### config.mk
export PLATFORM = sky130hd
export DESIGN_NAME = cnn_conv_acc_relu
export DESIGN_NICKNAME = d
export VERILOG_FILES = /design/src/rtl/cnn_acc_pkg.sv /design/src/rtl/cnn_acc_post.sv /design/src/rtl/cnn_conv_acc_relu.sv
export SDC_FILE = /design/constraint.sdc
export NUM_CORES = 1
export LEC_CHECK = 0
export CORE_ASPECT_RATIO = 1.25
export CORE_MARGIN = 1.5
export CORE_UTILIZATION = 30
export DETAILED_ROUTE_END_ITERATION = 10
export DONT_BUFFER_PORTS = 1
export PLACE_DENSITY = 0.52
export SETUP_SLACK_MARGIN = 0.3
export SLEW_MARGIN = 5
export SYNTH_ARGS = -nofsm -noshare
export SYNTH_HDL_FRONTEND = slang
export SYNTH_HIERARCHICAL = 1
export SYNTH_SLANG_ARGS = --single-unit
### constraint.sdc
create_clock -name ap_clk -period 3.49 [get_ports ap_clk]
set_clock_uncertainty 0.05 [all_clocks]
set_input_delay 0 -clock ap_clk [delete_from_list [all_inputs] [get_ports ap_clk]]
set_output_delay 0 -clock ap_clk [all_outputs]
set_load 0.02 [all_outputs]
### src/rtl/cnn_acc_pkg.sv
// -----------------------------------------------------------------------------
// cnn_acc_pkg
// Shared definitions for the conv accumulate / ReLU stage.
//   - state_e      : window FSM states (accepting taps, post-processing, holding)
//   - *_DEF        : default widths / counts used as module parameter defaults
//   - ROUND_K      : half-LSB rounding constant for the default SHIFT
//   - ACT_MAX      : largest positive activation for the default OUT_W
// -----------------------------------------------------------------------------
package cnn_acc_pkg;

   typedef enum logic [1:0] {
      S_ACC  = 2'd0,
      S_POST = 2'd1,
      S_OUT  = 2'd2
   } state_e;

   localparam int PROD_W_DEF = 32'd22;
   localparam int ACC_W_DEF  = 32'd32;
   localparam int BIAS_W_DEF = 32'd14;
   localparam int OUT_W_DEF  = 32'd14;
   localparam int SHIFT_DEF  = 32'd6;
   localparam int N_TAPS_DEF = 32'd9;

   localparam int ROUND_K = 32'd1 << (SHIFT_DEF - 32'd1);
   localparam int ACT_MAX = (32'd1 << (OUT_W_DEF - 32'd1)) - 32'd1;

endpackage

### src/rtl/cnn_acc_post.sv
// -----------------------------------------------------------------------------
// cnn_acc_post
// Combinational post-processing of a finished window sum:
// round half up, drop SHIFT fraction bits (arithmetic), ReLU, saturate to
// the positive range of the OUT_W activation format.
// Ports:
//   acc_i  in  ACC_W  signed window sum
//   act_o  out OUT_W  activation in [0, 2^(OUT_W-1)-1]
// -----------------------------------------------------------------------------
module cnn_acc_post
   import cnn_acc_pkg::*;
#(
   parameter int ACC_W = ACC_W_DEF,
   parameter int OUT_W = OUT_W_DEF,
   parameter int SHIFT = SHIFT_DEF
) (
   input  logic [ACC_W-1:0] acc_i,
   output logic [OUT_W-1:0] act_o
);

   // One guard bit so adding the rounding constant to a sum near the
   // positive limit cannot wrap negative.
   localparam logic signed [ACC_W:0] ROUND_K_L = (ACC_W+1)'(1) <<< (SHIFT - 1);
   localparam logic signed [ACC_W:0] ACT_MAX_L =
      ((ACC_W+1)'(1) <<< (OUT_W - 1)) - (ACC_W+1)'(1);

   logic signed [ACC_W:0] sum_s;
   logic signed [ACC_W:0] rnd_s;

   assign sum_s = $signed({acc_i[ACC_W-1], acc_i}) + ROUND_K_L;
   assign rnd_s = sum_s >>> SHIFT;

   // ReLU and positive saturation of the rounded value.
   always_comb begin
      act_o = '0;
      if (rnd_s[ACC_W]) begin
         act_o = '0;
      end else if (rnd_s > ACT_MAX_L) begin
         act_o = ACT_MAX_L[OUT_W-1:0];
      end else begin
         act_o = rnd_s[OUT_W-1:0];
      end
   end

endmodule

### src/rtl/cnn_conv_acc_relu.sv
// -----------------------------------------------------------------------------
// cnn_conv_acc_relu
// Sums N_TAPS signed products plus a bias (aligned to the product fraction)
// per window, then rounds, applies ReLU and saturates the result and offers
// it downstream over valid/ready.
// Ports:
//   ap_clk     in   1       clock
//   ap_rst     in   1       synchronous active-high reset
//   in_valid   in   1       product beat valid
//   in_ready   out  1       stage accepting products (high only in S_ACC)
//   in_prod    in   PROD_W  signed product
//   in_bias    in   BIAS_W  signed bias, sampled on tap 0 only
//   out_valid  out  1       activation valid
//   out_ready  in   1       downstream accepts activation
//   out_data   out  OUT_W   activation
// -----------------------------------------------------------------------------
module cnn_conv_acc_relu
   import cnn_acc_pkg::*;
#(
   parameter int PROD_W = PROD_W_DEF,
   parameter int ACC_W  = ACC_W_DEF,
   parameter int BIAS_W = BIAS_W_DEF,
   parameter int OUT_W  = OUT_W_DEF,
   parameter int SHIFT  = SHIFT_DEF,
   parameter int N_TAPS = N_TAPS_DEF
) (
   input  logic              ap_clk,
   input  logic              ap_rst,
   input  logic              in_valid,
   output logic              in_ready,
   input  logic [PROD_W-1:0] in_prod,
   input  logic [BIAS_W-1:0] in_bias,
   output logic              out_valid,
   input  logic              out_ready,
   output logic [OUT_W-1:0]  out_data
);

   localparam int CNT_W = $clog2(N_TAPS);
   localparam logic [CNT_W-1:0] CNT_LAST = CNT_W'(N_TAPS - 1);

   state_e             state_q,     state_d;
   logic [CNT_W-1:0]   cnt_q,       cnt_d;
   logic [ACC_W-1:0]   acc_q,       acc_d;
   logic               out_valid_q, out_valid_d;
   logic [OUT_W-1:0]   out_data_q,  out_data_d;

   logic [ACC_W-1:0]   prod_ext_s;
   logic [ACC_W-1:0]   bias_ext_s;
   logic [ACC_W-1:0]   bias_aln_s;
   logic [OUT_W-1:0]   post_s;
   logic               xfer_s;

   assign prod_ext_s = {{(ACC_W-PROD_W){in_prod[PROD_W-1]}}, in_prod};
   assign bias_ext_s = {{(ACC_W-BIAS_W){in_bias[BIAS_W-1]}}, in_bias};
   // Bias is in activation format; shift it up to the product's fraction.
   assign bias_aln_s = bias_ext_s << SHIFT;

   // in_ready depends only on the state register, never on out_ready.
   assign in_ready  = (state_q == S_ACC);
   assign xfer_s    = in_valid && in_ready;
   assign out_valid = out_valid_q;
   assign out_data  = out_data_q;

   cnn_acc_post #(
      .ACC_W (ACC_W),
      .OUT_W (OUT_W),
      .SHIFT (SHIFT)
   ) u_post (
      .acc_i (acc_q),
      .act_o (post_s)
   );

   // Window FSM next-state, tap accumulation and output register updates.
   always_comb begin
      state_d     = state_q;
      cnt_d       = cnt_q;
      acc_d       = acc_q;
      out_valid_d = out_valid_q;
      out_data_d  = out_data_q;
      case (state_q)
         S_ACC: begin
            if (xfer_s) begin
               if (cnt_q == '0) begin
                  acc_d = bias_aln_s + prod_ext_s;
               end else begin
                  acc_d = acc_q + prod_ext_s;
               end
               if (cnt_q == CNT_LAST) begin
                  cnt_d   = '0;
                  state_d = S_POST;
               end else begin
                  cnt_d = cnt_q + CNT_W'(1);
               end
            end else begin
               acc_d = acc_q;
               cnt_d = cnt_q;
            end
         end
         S_POST: begin
            out_data_d  = post_s;
            out_valid_d = 1'b1;
            state_d     = S_OUT;
         end
         S_OUT: begin
            if (out_valid_q && out_ready) begin
               out_valid_d = 1'b0;
               state_d     = S_ACC;
            end else begin
               out_valid_d = out_valid_q;
               state_d     = S_OUT;
            end
         end
         default: begin
            state_d     = S_ACC;
            cnt_d       = '0;
            acc_d       = '0;
            out_valid_d = 1'b0;
         end
      endcase
   end

   // State and datapath registers with synchronous reset.
   always_ff @(posedge ap_clk) begin
      if (ap_rst) begin
         state_q     <= S_ACC;
         cnt_q       <= '0;
         acc_q       <= '0;
         out_valid_q <= 1'b0;
         out_data_q  <= '0;
      end else begin
         state_q     <= state_d;
         cnt_q       <= cnt_d;
         acc_q       <= acc_d;
         out_valid_q <= out_valid_d;
         out_data_q  <= out_data_d;
      end
   end

endmodule

Word-level counts from Yosys, hierarchy flattened
Index checks and enable logic that the tools add are counted.
{ "op_classes": {"reduce_logical": 8, "n_mux": 14, "n_eq_ne": 6, "magnitude_cmp": 1, "n_bitwise": 2, "addsub": 4} }
{ "ops": {"columns": ["op", "n"], "rows": [
  ["$mux 32", 2],
  ["$pmux 32 s2", 1],
  ["$add 32x7->33 const B", 1],
  ["$add 32x32->32", 1],
  ["$mux 14", 2],
  ["$gt 27x14->1 const B", 1],
  ["$add 20x22->23", 1],
  ["$mux 4", 2],
  ["$pmux 4 s2", 1],
  ["$mux 2", 3],
  ["$pmux 2 s3", 1],
  ["$reduce_and 2->1", 3],
  ["$add 4x1->4 const B", 1],
  ["$eq 4x4->1 const B", 1],
  ["$logic_not 4->1", 1],
  ["$ne 2x1->1 const B", 2],
  ["$pmux 1 s3", 1],
  ["$eq 2x1->1 const B", 1],
  ["$eq 2x2->1 const B", 1],
  ["$logic_and 1x1->1", 2],
  ["$logic_not 2->1", 1],
  ["$ne 2x2->1 const B", 1],
  ["$not 1->1", 2],
  ["$reduce_or 2->1", 1],
  ["$mux 1", 1]
]} }
{ "word_totals": {"in_bits": 40, "output_inout_bits": 16, "wordCells": 40, "reg_bits": 53} }

Depth between registers and ports, before layout
Gate-level depths: netlist of the first run.
{ "logic_depth": {"word_depth": 4, "ltp_mapped": 12} }

Hierarchy
The synthesis of the first run kept the hierarchy.
{ "modules_own_cells": {"columns": ["mod", "area_each_um2", "cells_each", "instances"], "rows": [
  ["cnn_conv_acc_relu", 4556.9, 572, 1],
  ["cnn_acc_post", 800.8, 111, 1]
]} }

Worst setup path before layout of the first run
OpenSTA, ideal clock, no wires.
{ "synth_path": {"path_kind": "reg2reg", "from": "reg acc_q[0]", "to": "reg acc_q[24]", "path_stages_with_launch": 12, "setup_slack_ps": 823, "path_buffers": 0, "arrival_ps": 2537, "path_cell_list": "dfxtp_1 > ha_1 > fa_1 > a211oi_1 > o211ai_1 > a22oi_1 > o21ai_1 > a21oi_2 > o31a_2 > nor2_1 > mux2_4 > a211oi_2"} }
{ "synth_via": {"elab_chain_len": 4} }
{ "synth_rtl": {"columns": ["item", "line_no", "rtl"], "rows": [
  ["from (decl)", "cnn_conv_acc_relu.sv:43", "logic [ACC_W-1:0] acc_q, acc_d;"],
  ["from (signal assigned)", "cnn_conv_acc_relu.sv:127", "acc_q <= '0;"],
  ["from (signal assigned)", "cnn_conv_acc_relu.sv:133", "acc_q <= acc_d;"],
  ["$add 32x32->32", "cnn_conv_acc_relu.sv:86", "acc_d = acc_q + prod_ext_s;"],
  ["$mux 32", "cnn_conv_acc_relu.sv:83", "if (cnt_q == '0) begin"],
  ["$mux 32", "cnn_conv_acc_relu.sv:82", "if (xfer_s) begin"],
  ["$pmux 32 s2", "cnn_conv_acc_relu.sv:80", "case (state_q)"]
]} }
No other way between the ends. The select of a mux whose other input is x is not followed.
A chain may end at the register's enable or synchronous reset.

Worst setup path in the final report of the first run
{ "layout_path": {"from": "reg acc_q[0]", "to": "reg acc_q[28]"} }
Same word-level chain as after synthesis.

==> reports/results.txt, run 1 <==
Outcome -> completed
Yosys top cell by area -> dfxtp_1
PD cells -> 398 nW/um^2
Core Box Area -> 17500 sq um
Initial antenna violation count -> 1
CP Class -> flip-flop to flip-flop
Critical path required time -> 3.64 ns
Worst hold path type -> input pin to flip-flop
Max Cap Viol -> 0
Worst path slowest cell -> fa_1
Actual slew at the worst max-slew pin -> 1.04 ns
Vias in the first global route -> 4991
Final WL -> 15800 microns
Iteration-0 DRC Markers -> 182
Pleak -> 2.27 nW
Synth top area share -> 19.8%
Clk slew on worst S/H paths -> 0.08 ns
Initial Util -> 30.6%
Num CTS Buffers -> 5
PnR worst setup slack -> 0.516 ns
Setup violations, final -> 0
Synth Warn # -> 6
I/O Buffers -> 0
DIE AREA -> 18700 sq um
Clock sink count -> 53
Antenna cells -> 0
Chip height -> 152 microns
Fmax -> 336 MHz
Element type at the critical path end -> flip-flop
Synth Area per Inst -> 7.84 sq um
Fillers -> 1863
R2R setup slack -> 0.52 ns
Share of cells above drive strength 1 -> 8.00%
Area Overhead vs Synth -> 8.20%
Post-CTS setup buffer count -> 0
Via density -> 5.49
Largest net degree at the start of global routing -> 41
Yosys reg bits -> 53
Fin. max-slew vios -> 0
Final period util -> 85.2%
RSZ-0062 raised after global routing -> no
HPWL after DPL -> 11900 microns
Mapped Cells -> 683
Minimum clock period -> 2.97 ns
Synth async-reset ratio -> 0%
First-pass GRT wire length -> 25700 microns
Number of synthesized flops with an enable pin -> 0
Cells along the critical path -> ha_1, fa_1, a211oi_2, o211ai_1, nand2_1, o311a_1, nand4b_1, a31oi_2, o21ai_1, and4_1, a2111oi_2
CTS tree -> done
Cell family with most CP delay -> compound AO/OA/AOI/OAI gates
Top Ports -> 56
Worst hold slack -> 0.0166 ns
Crit path arrival time -> 3.12 ns
Mapped cell area -> 5360 sq um
Root buffer cell -> clkbuf_16
Synth top area cells -> dfxtp_1, ha_1, a21oi_1
GRT Util Overall -> 17.4%
Most frequent cell after synthesis -> nor2_1
Vias -> 4939
Final Hold Fails -> 0
Worst vdd ir -> 0.000218 V
CTS Buffer Depth -> 2
WL/cell -> 17.5 microns
CP max stage delay -> 0.44 ns
Distinct cells, synth -> 84
CP startpoint kind -> flip-flop
GR Overflow Total -> 0
Synth top cells by count -> nor2_1, nand2_1, a21oi_1, dfxtp_1, ha_1
Fin Setup TNS -> 0 ns
Post-Syn Nets -> 778
Routability Congestion -> 0.895
First-pass detailed-route iteration total -> 5
Number of cell rows -> 54
CTS H-Tree Depth -> 2
Max-slew headroom -> 30.2%
Drt drc -> 0
Dpl ws -> 0.452 ns
Worst-path fanout max -> 3
Nets -> 769
Seq/Total Area, Yosys -> 19.8%
Routed Antenna Nets -> 0
Clk_lat worst skew -> 0.30 ns
Worst Path Buf+Inv -> 0
Most common flop cell mapped by yosys -> dfxtp_1
Die width -> 123 microns
## cells in the final DEF (no fill, tap or decap), types with 6 or more instances in the layout
master,netlist,final
nor2_1,72,72
a211oi_1,7,6
a22oi_1,13,13
dlygate4sd3_1,0,9
dfxtp_1,53,53
inv_1,19,19
and3_1,7,7
a41oi_1,9,9
o21ai_0,32,32
ha_1,53,53
buf_4,2,7
nor3_1,10,10
nand2_1,69,69
a21o_1,26,26
xor2_1,24,24
a21oi_1,61,61
nand4_1,12,12
mux2i_1,17,17
nand3_1,20,20
xnor2_1,28,28
a31oi_1,7,6
o211ai_1,6,6
## layout make-up
cell class              instances  area, sq um  share of cell area, %
inverters                      19         71.3                   1.23
repair buffers                 17          163                   2.81
clock buffers                   5          125                   2.16
flip-flops and latches         53         1060                   18.3
multi-input cells             578         4070                   70.2
clock inverters                 3         25.0                  0.432
well taps                     224          280                   4.83
## report_power, final
group | switching, mW | internal, mW
Clock | 0.270 | 0.273
Sequential | 0.0914 | 0.656
Combinational | 0.593 | 0.422
Total | 0.954 | 1.35
## per-stage QoR
stage               utilization [%]  total power, mW  std cells  instance area, sq um
finish                         33.1             2.31        899                  5800
floorplan                         -             1.54        683                  5360
global placement               31.6             1.76        881                  5530
CTS                            33.1             2.32        899                  5790
detailed placement             31.6             1.75        881                  5530
global route                   33.1             2.46        899                  5800
## cells by family after synthesis
| family | count (synthesis) | synth area share, % |
|---|---|---|
| buffers and inverters | 52 | 4.41 |
| AO/OA/AOI/OAI | 220 | 29.6 |
| other | 1 | 0.0700 |
| XOR/XNOR | 52 | 8.50 |
| multiplexers | 18 | 3.46 |
| flip-flops | 53 | 19.8 |
| AND/OR/NAND/NOR | 232 | 21.0 |
| adder cells (fa/ha/maj) | 55 | 13.1 |
## worst min-delay path: cells and delay by family
family          cells  cell delay, ns
compound gates      2            0.22
simple gates        2            0.11
## worst paths after layout
kind	startpoint	to	depth (start not counted)
min	in_prod[21]	acc_q[31]$_SDFFE_PP0P_	4
min reg2reg	acc_q[2]$_SDFFE_PP0P_	acc_q[2]$_SDFFE_PP0P_	2
max	acc_q[0]$_SDFFE_PP0P_	acc_q[28]$_SDFFE_PP0P_	11
max reg2reg	acc_q[0]$_SDFFE_PP0P_	acc_q[28]$_SDFFE_PP0P_	11
## per-layer routing
layer	vias up	GRT usage [%]	wire length, microns
met5	-	0	13
met4	2	7.31	624
met3	32	2.62	425
met2	65	31.7	8130
met1	2328	19.7	6560
li1	2512	-	-
## what timing repair did
action	4_1_cts	5_1_grt
endpoints found under the setup margin	0	2
resized for setup	0	2
hold endpoints to repair	47	0
hold buffers	10	0
## sequential cells by signal (all words and copies together) (netlist names)
name	cells
acc_q	32
out_data	14
cnt_q	4
state_q	2
out_valid	1
(Power assumes the default switching activity.)
==> run 2: changes to the inputs <==
--- a/config.mk
+++ b/config.mk
@@ -5,6 +5,7 @@
 export SDC_FILE = /design/constraint.sdc
 export NUM_CORES = 1
 export LEC_CHECK = 0
+export ABC_AREA = 1
 export CORE_ASPECT_RATIO = 1.25
 export CORE_MARGIN = 1.5
 export CORE_UTILIZATION = 30
==> run 2 against run 1 <==
Compared with the run above: die area is 28% higher; utilization is 0.11 points lower; register-to-register slack better by 0.49 ns; power is 27% higher; worst setup slack better by 0.49 ns; flip-flop and latch count stayed put; sequential share of layout area is 3.9 points lower; cell count is 68% higher; cell area is 27% higher; critical endpoint is now out_data[0]$_SDFFE_PP0P_.
==> reports/results.txt, run 2 <==
Outcome -> completed (unchanged)
Mapped Cells -> 1227 (was 683)
First-pass detailed-route iteration total -> 5 (unchanged)
R2R setup slack -> 1.01 ns (was 0.52 ns)
PD cells -> 397 nW/um^2 (was 398 nW/um^2)
Reg2Reg Depth -> 13 (was 11)
Final period util -> 71.1% (was 85.2%)
Max reg flops -> 32 (unchanged)
Worst hold slack -> 0.0156 ns (was 0.0166 ns)
Dpl ws -> 1.01 ns (was 0.452 ns)
Worst hold path type -> input pin to flip-flop (unchanged)
Area Overhead vs Synth -> 7.29% (was 8.20%)
Most flops, register -> acc_q (unchanged)
Fmax -> 403 MHz (was 336 MHz)
WL/cell -> 14.4 microns (was 17.5 microns)
Root buffer cell -> clkbuf_16 (unchanged)
Clk_lat worst skew -> 0.31 ns (was 0.30 ns)
I/O Buffers -> 0 (unchanged)
Max Cap Viol -> 0 (unchanged)
CTS Buffer Depth -> 2 (unchanged)
Top Ports -> 56 (unchanged)
RSZ-0062 raised after global routing -> no (unchanged)
Via density -> 4.73 (was 5.49)
Number of synthesized flops with an enable pin -> 0 (unchanged)
Most frequent cell after synthesis -> nand2_1 (was nor2_1)
Synth top cells by count -> nand2_1, inv_1, nor2_1, nand3_1, a21oi_1 (was nor2_1, nand2_1, a21oi_1, dfxtp_1, ha_1)
DP Area -> 7120 sq um (was 5530 sq um)
Most common cell after layout, fill and taps aside -> nand2_1 (was nor2_1)
Yosys reg bits -> 53 (unchanged)
Synth top area cells -> nand2_1, dfxtp_1, inv_1 (was dfxtp_1, ha_1, a21oi_1)
Actual slew at the worst max-slew pin -> 0.766 ns (was 1.04 ns)
CP startpoint kind -> flip-flop (unchanged)
Initial antenna violation count -> 0 (was 1)
Synth Warn # -> 6 (unchanged)
Drt drc -> 0 (unchanged)
Leading cell types in the layout, fill and taps excluded -> nand2_1, inv_1, nor2_1, nand3_1, a21oi_1 (was nor2_1, nand2_1, a21oi_1, ha_1, dfxtp_1)
PnR worst setup slack -> 1.01 ns (was 0.516 ns)
Fillers -> 2555 (was 1863)
Chip height -> 172 microns (was 152 microns)
Clk slew on worst S/H paths -> 0.08 ns (about the same)
CTS Hold Bufs -> 10 (unchanged)
Clock sink count -> 53 (unchanged)
Initial Util -> 30.8% (was 30.6%)
Worst-path fanout max -> 13 (was 3)
Post_cts resized -> 0 (unchanged)
Post-Syn Nets -> 1322 (was 778)
Pleak -> 3.80 nW (was 2.27 nW)
Minimum clock period -> 2.48 ns (was 2.97 ns)
GRT Util Overall -> 18.1% (was 17.4%)
Hold Path Stages -> 3 (was 4)
Final Hold Fails -> 0 (unchanged)
Share of cells above drive strength 1 -> 8.32% (was 8.00%)
Mapped cell area -> 6880 sq um (was 5360 sq um)
Final WL -> 21700 microns (was 15800 microns)
Vias -> 7132 (was 4939)
Worst path slowest cell -> dfxtp_1 (was fa_1)
Vias in the first global route -> 6677 (was 4991)
First-pass GRT wire length -> 34400 microns (was 25700 microns)
Distinct cells, synth -> 44 (was 84)
Total power -> 2.93 mW (was 2.31 mW)
Number of cell rows -> 61 (was 54)
Max-slew headroom -> 48.9% (was 30.2%)
Antenna cells -> 0 (unchanged)
DIE AREA -> 23900 sq um (was 18700 sq um)
Finished Cell Area -> 7380 sq um (was 5800 sq um)
Fin Setup TNS -> 0 ns (unchanged)
Routability Congestion -> 0.933 (was 0.895)
Synth async-reset ratio -> 0% (unchanged)
Die width -> 138 microns (was 123 microns)
Largest net degree at the start of global routing -> 37 (was 41)
Most common flop cell mapped by yosys -> dfxtp_1 (unchanged)
Fin. max-slew vios -> 0 (unchanged)
Iteration-0 DRC Markers -> 372 (was 182)
Nets -> 1320 (was 769)
Routed Antenna Nets -> 0 (unchanged)
Cells along the critical path -> ha_1, inv_1, nor2_4, nand3_1, nor2_1, xnor2_1, nand3_1, nor2_4, nand3_1, nand2_1, inv_1, nor2_1, nor2_1 (was ha_1, fa_1, a211oi_2, o211ai_1, nand2_1, o311a_1, nand4b_1, a31oi_2, o21ai_1, and4_1, a2111oi_2)
Yosys top cell by area -> nand2_1 (was dfxtp_1)
Seq/Total Area, Yosys -> 15.4% (was 19.8%)
CP max stage delay -> 0.45 ns (was 0.44 ns)
CTS H-Tree Depth -> 2 (unchanged)
Element type at the critical path end -> flip-flop (unchanged)
Crit path arrival time -> 2.63 ns (was 3.12 ns)
CP Class -> flip-flop to flip-flop (unchanged)
Worst vdd ir -> 0.000243 V (was 0.000218 V)
CTS tree -> done (unchanged)
Setup violations, final -> 0 (unchanged)
Synth top area share -> 22.9% (was 19.8%)
HPWL after DPL -> 17600 microns (was 11900 microns)
Core Box Area -> 22400 sq um (was 17500 sq um)
GR Overflow Total -> 0 (unchanged)
Synth Area per Inst -> 5.61 sq um (was 7.84 sq um)
Critical path required time -> 3.64 ns (about the same)
Num CTS Buffers -> 5 (unchanged)
Post-CTS setup buffer count -> 0 (unchanged)
[run 2: cells by family after synthesis]
kind of cell	synth area share, %
AND/OR/NAND/NOR	47.9
XOR/XNOR	2.67
other	0.0545
AO/OA/AOI/OAI	10.2
flip-flops	15.4
adder cells (fa/ha/maj)	10.2
buffers and inverters	13.5
[run 2: layout make-up]
| class | instances | area, sq um | share of cell area [%] |
|---|---|---|---|
| Multi-Input combinational cell | 942 | 4890 | 66.3 |
| Sequential cell | 53 | 1060 | 14.4 |
| Inverter | 211 | 800 | 10.8 |
| Tap cell | 283 | 354 | 4.80 |
| Clock buffer | 5 | 125 | 1.69 |
| Timing Repair Buffer | 12 | 125 | 1.69 |
| Clock inverter | 3 | 26.3 | 0.356 |
[run 2: metrics by stage]
stage / utilization, % / instances
after floorplan: - / 1227
after global placement: 31.8 / 1491
after detailed placement: 31.8 / 1491
after CTS: 33.0 / 1509
after global routing: 33.0 / 1509
final: 33.0 / 1509
[run 2: path summary, 6_finish.rpt]
kind                               to             startpoint
max          out_data[0]$_SDFFE_PP0P_  acc_q[5]$_SDFFE_PP0P_
min          out_data[1]$_SDFFE_PP0P_                 ap_rst
max reg2reg  out_data[0]$_SDFFE_PP0P_  acc_q[5]$_SDFFE_PP0P_
min reg2reg     acc_q[0]$_SDFFE_PP0P_  acc_q[0]$_SDFFE_PP0P_
[run 2: worst max-delay path: cells and delay by family (launching register included)]
kind	cells	cell delay [ns]
XOR/XNOR	1	0.16
adder cells (fa/ha/maj)	1	0.22
buffers and inverters	2	0.11
flip-flops	1	0.45
AND/OR/NAND/NOR	9	1.37
[run 2: metal layers]
layer / share of wire [%] / GRT usage [%] / wire, microns / up-vias
met5: 0 / 0 / 0 / -
met3: 3.0 / 2.16 / 641 / 29
met2: 49 / 33.4 / 10700 / 116
li1: - / - / - / 3815
met1: 45 / 22.0 / 9820 / 3172
met4: 2.6 / 5.68 / 563 / 0
[run 2: power breakdown]
| group | switching [mW] | internal, mW | total, mW |
|---|---|---|---|
| Combinational | 1.04 | 0.532 | 1.58 |
| Clock | 0.279 | 0.273 | 0.552 |
| Sequential | 0.130 | 0.674 | 0.804 |
| Total | 1.45 | 1.48 | 2.93 |
==> run 3: changes to the inputs <==
--- a/config.mk
+++ b/config.mk
@@ -11,7 +11,7 @@
 export CORE_UTILIZATION = 30
 export DETAILED_ROUTE_END_ITERATION = 10
 export DONT_BUFFER_PORTS = 1
-export PLACE_DENSITY = 0.52
+export PLACE_DENSITY = 0.53
 export SETUP_SLACK_MARGIN = 0.3
 export SLEW_MARGIN = 5
 export SYNTH_ARGS = -nofsm -noshare
==> constraint.sdc (replaced) <==
create_clock -name ap_clk -period 2.15 [get_ports ap_clk]
set_clock_uncertainty 0.05 [all_clocks]
set_input_delay 0 -clock ap_clk [delete_from_list [all_inputs] [get_ports ap_clk]]
set_output_delay 0 -clock ap_clk [all_outputs]
set_load 0.02 [all_outputs]
==> run 3 against run 2 <==
Compared with the run above: flip-flop and latch count did not move; power rose by 100%; non-clock buffer count rose by 83; first-iteration DRC count rose by 30%; critical path type unchanged; count of clock-buffer cells in the layout did not move; utilization rose by 8.2 points; register-to-register slack got worse by 0.93 ns; routed wire length rose by 9.3%; worst setup slack got worse by 0.93 ns; die area did not move; largest power group unchanged; critical path depth rose by 1; sequential share of layout area fell by 2.1 points.
==> reports/results.txt, run 3 (synthesis results as in run 2) <==
WL/cell -> 14.9 microns (was 14.4 microns)
Vias in the first global route -> 7255 (was 6677)
Iteration-0 DRC Markers -> 484 (was 372)
Clk_lat worst skew -> 0.32 ns (was 0.31 ns)
Routability Congestion -> 0.931 (was 0.933)
Final core utilization -> 41.2% (was 33.0%)
CP startpoint kind -> flip-flop (unchanged)
Critical path required time -> 2.31 ns (was 3.64 ns)
Antenna cells -> 0 (unchanged)
Vias -> 7718 (was 7132)
Placed Cells -> 1548 (was 1491)
Number of cell rows -> 61 (unchanged)
Final period util -> 96.3% (was 71.1%)
Outcome -> completed (unchanged)
Initial antenna violation count -> 0 (unchanged)
GR Overflow Total -> 0 (unchanged)
Worst hold path type -> input pin to flip-flop (unchanged)
Area Overhead vs Synth -> 33.9% (was 7.29%)
CTS tree -> done (unchanged)
Routed Antenna Nets -> 0 (unchanged)
Via density -> 4.84 (was 4.73)
Crit path arrival time -> 2.23 ns (was 2.63 ns)
Chip height -> 172 microns (unchanged)
Actual slew at the worst max-slew pin -> 0.510 ns (was 0.766 ns)
GRT Util Overall -> 19.6% (was 18.1%)
Final WL -> 23700 microns (was 21700 microns)
Fmax -> 483 MHz (was 403 MHz)
Initial Util -> 30.8% (unchanged)
Nets -> 1404 (was 1320)
Most flops, register -> acc_q (unchanged)
Num CTS Buffers -> 5 (unchanged)
HPWL after DPL -> 18200 microns (was 17600 microns)
Worst vdd ir -> 0.000353 V (was 0.000243 V)
CTS H-Tree Depth -> 2 (unchanged)
Fin Setup TNS -> 0 ns (unchanged)
CP Class -> flip-flop to flip-flop (unchanged)
Final Hold Fails -> 0 (unchanged)
Pleak -> 4.56 nW (was 3.80 nW)
First-pass detailed-route iteration total -> 5 (unchanged)
Die width -> 138 microns (unchanged)
Top Ports -> 56 (unchanged)
Core Box Area -> 22400 sq um (unchanged)
Max reg flops -> 32 (unchanged)
Max Cap Viol -> 0 (unchanged)
Final Non-Filler Cells -> 1593 (was 1509)
I/O Buffers -> 0 (unchanged)
Share of cells above drive strength 1 -> 29.2% (was 8.32%)
Clock sink count -> 53 (unchanged)
Element type at the critical path end -> flip-flop (unchanged)
Worst-path fanout max -> 13 (unchanged)
First-pass GRT wire length -> 37400 microns (was 34400 microns)
Drt drc -> 0 (unchanged)
Root buffer cell -> clkbuf_16 (unchanged)
Max-slew headroom -> 65.9% (was 48.9%)
RSZ-0062 raised after global routing -> yes (was no)
Leading cell types in the layout, fill and taps excluded -> nand2_1, inv_1, nor2_1, nand3_1, nand2_2 (was nand2_1, inv_1, nor2_1, nand3_1, a21oi_1)
DIE AREA -> 23900 sq um (unchanged)
Clk slew on worst S/H paths -> 0.08 ns (about the same)
CTS Buffer Depth -> 2 (unchanged)
Largest net degree at the start of global routing -> 37 (unchanged)
Most common cell after layout, fill and taps aside -> nand2_1 (unchanged)
Setup violations, final -> 0 (unchanged)
Minimum clock period -> 2.07 ns (was 2.48 ns)
PD cells -> 638 nW/um^2 (was 397 nW/um^2)
Worst hold slack -> 0.0233 ns (was 0.0156 ns)
Fin. max-slew vios -> 0 (unchanged)
## run 3: cell count changes in the layout (fill, tap and decap cells not counted), sizes merged
cell / delta
inv: +1
buf: +83
clkinvlp: -2
clkinv: +2
## run 3: what timing repair did
item,in CTS,in global routing
setup endpoints to repair,41,49
pin swaps,25,55
gates cloned,1,0
hold buffers,10,0
gates resized for setup,121,164
hold endpoints to repair,36,0
buffers inserted,16,10
## run 3: worst max-delay path, cell delays in order, from the launching register on
cell and delay (ns):
dfxtp_4 0.39, ha_4 0.14, inv_2 0.04, nor2_4 0.14
nand3_4 0.13, nor2_4 0.15, xnor2_2 0.14, nand3_1 0.14
nor2_4 0.14, buf_12 0.15, nand3_2 0.07, nand2_1 0.07
inv_1 0.05, nor2_1 0.10, nor2_1 0.06
## run 3: area by class of cell
type                       instances  area (sq um)
inverter                         211           812
timing repair buffer              95           853
tap                              283           354
clock inverter                     3          23.8
fill                            2363         13100
clock buffer                       5           125
sequential                        53          1130
timing repair inverter             1          11.3
multi-input combinational        942          5900
## run 3: metrics by stage
stage               area, sq um  power, mW  worst slack (ns)
finish                     9220       5.88            0.0805
global route               9220       6.32            -0.106
global placement           7630       4.15            -0.122
CTS                        8540       5.46            0.0636
floorplan                  6930       3.31             0.254
detailed placement         7630       4.16            -0.103
## run 3: path summary, 6_finish.rpt
check,from,endpoint,slack (ns),depth (start not counted)
setup reg to reg,acc_q[5]$_SDFFE_PP0P_,out_data[4]$_SDFFE_PP0P_,0.08,14
setup / recovery,acc_q[5]$_SDFFE_PP0P_,out_data[4]$_SDFFE_PP0P_,0.08,14
hold / removal,in_prod[21],acc_q[31]$_SDFFE_PP0P_,0.02,5
hold reg to reg,acc_q[4]$_SDFFE_PP0P_,acc_q[4]$_SDFFE_PP0P_,0.42,2
## run 3: power by group
group          internal [mW]  switching (mW)
registers               1.12           0.178
logic                   1.50            2.18
clock network          0.442           0.459
total                   3.06            2.82
## run 3: metal layers
metal,vias to the layer above,track usage (%),part of all wire [%]
met2,142,35.8,51
li1,3988,-,-
met3,40,2.49,3.4
met1,3548,23.4,42
met5,-,0,0
met4,0,7.46,3.0
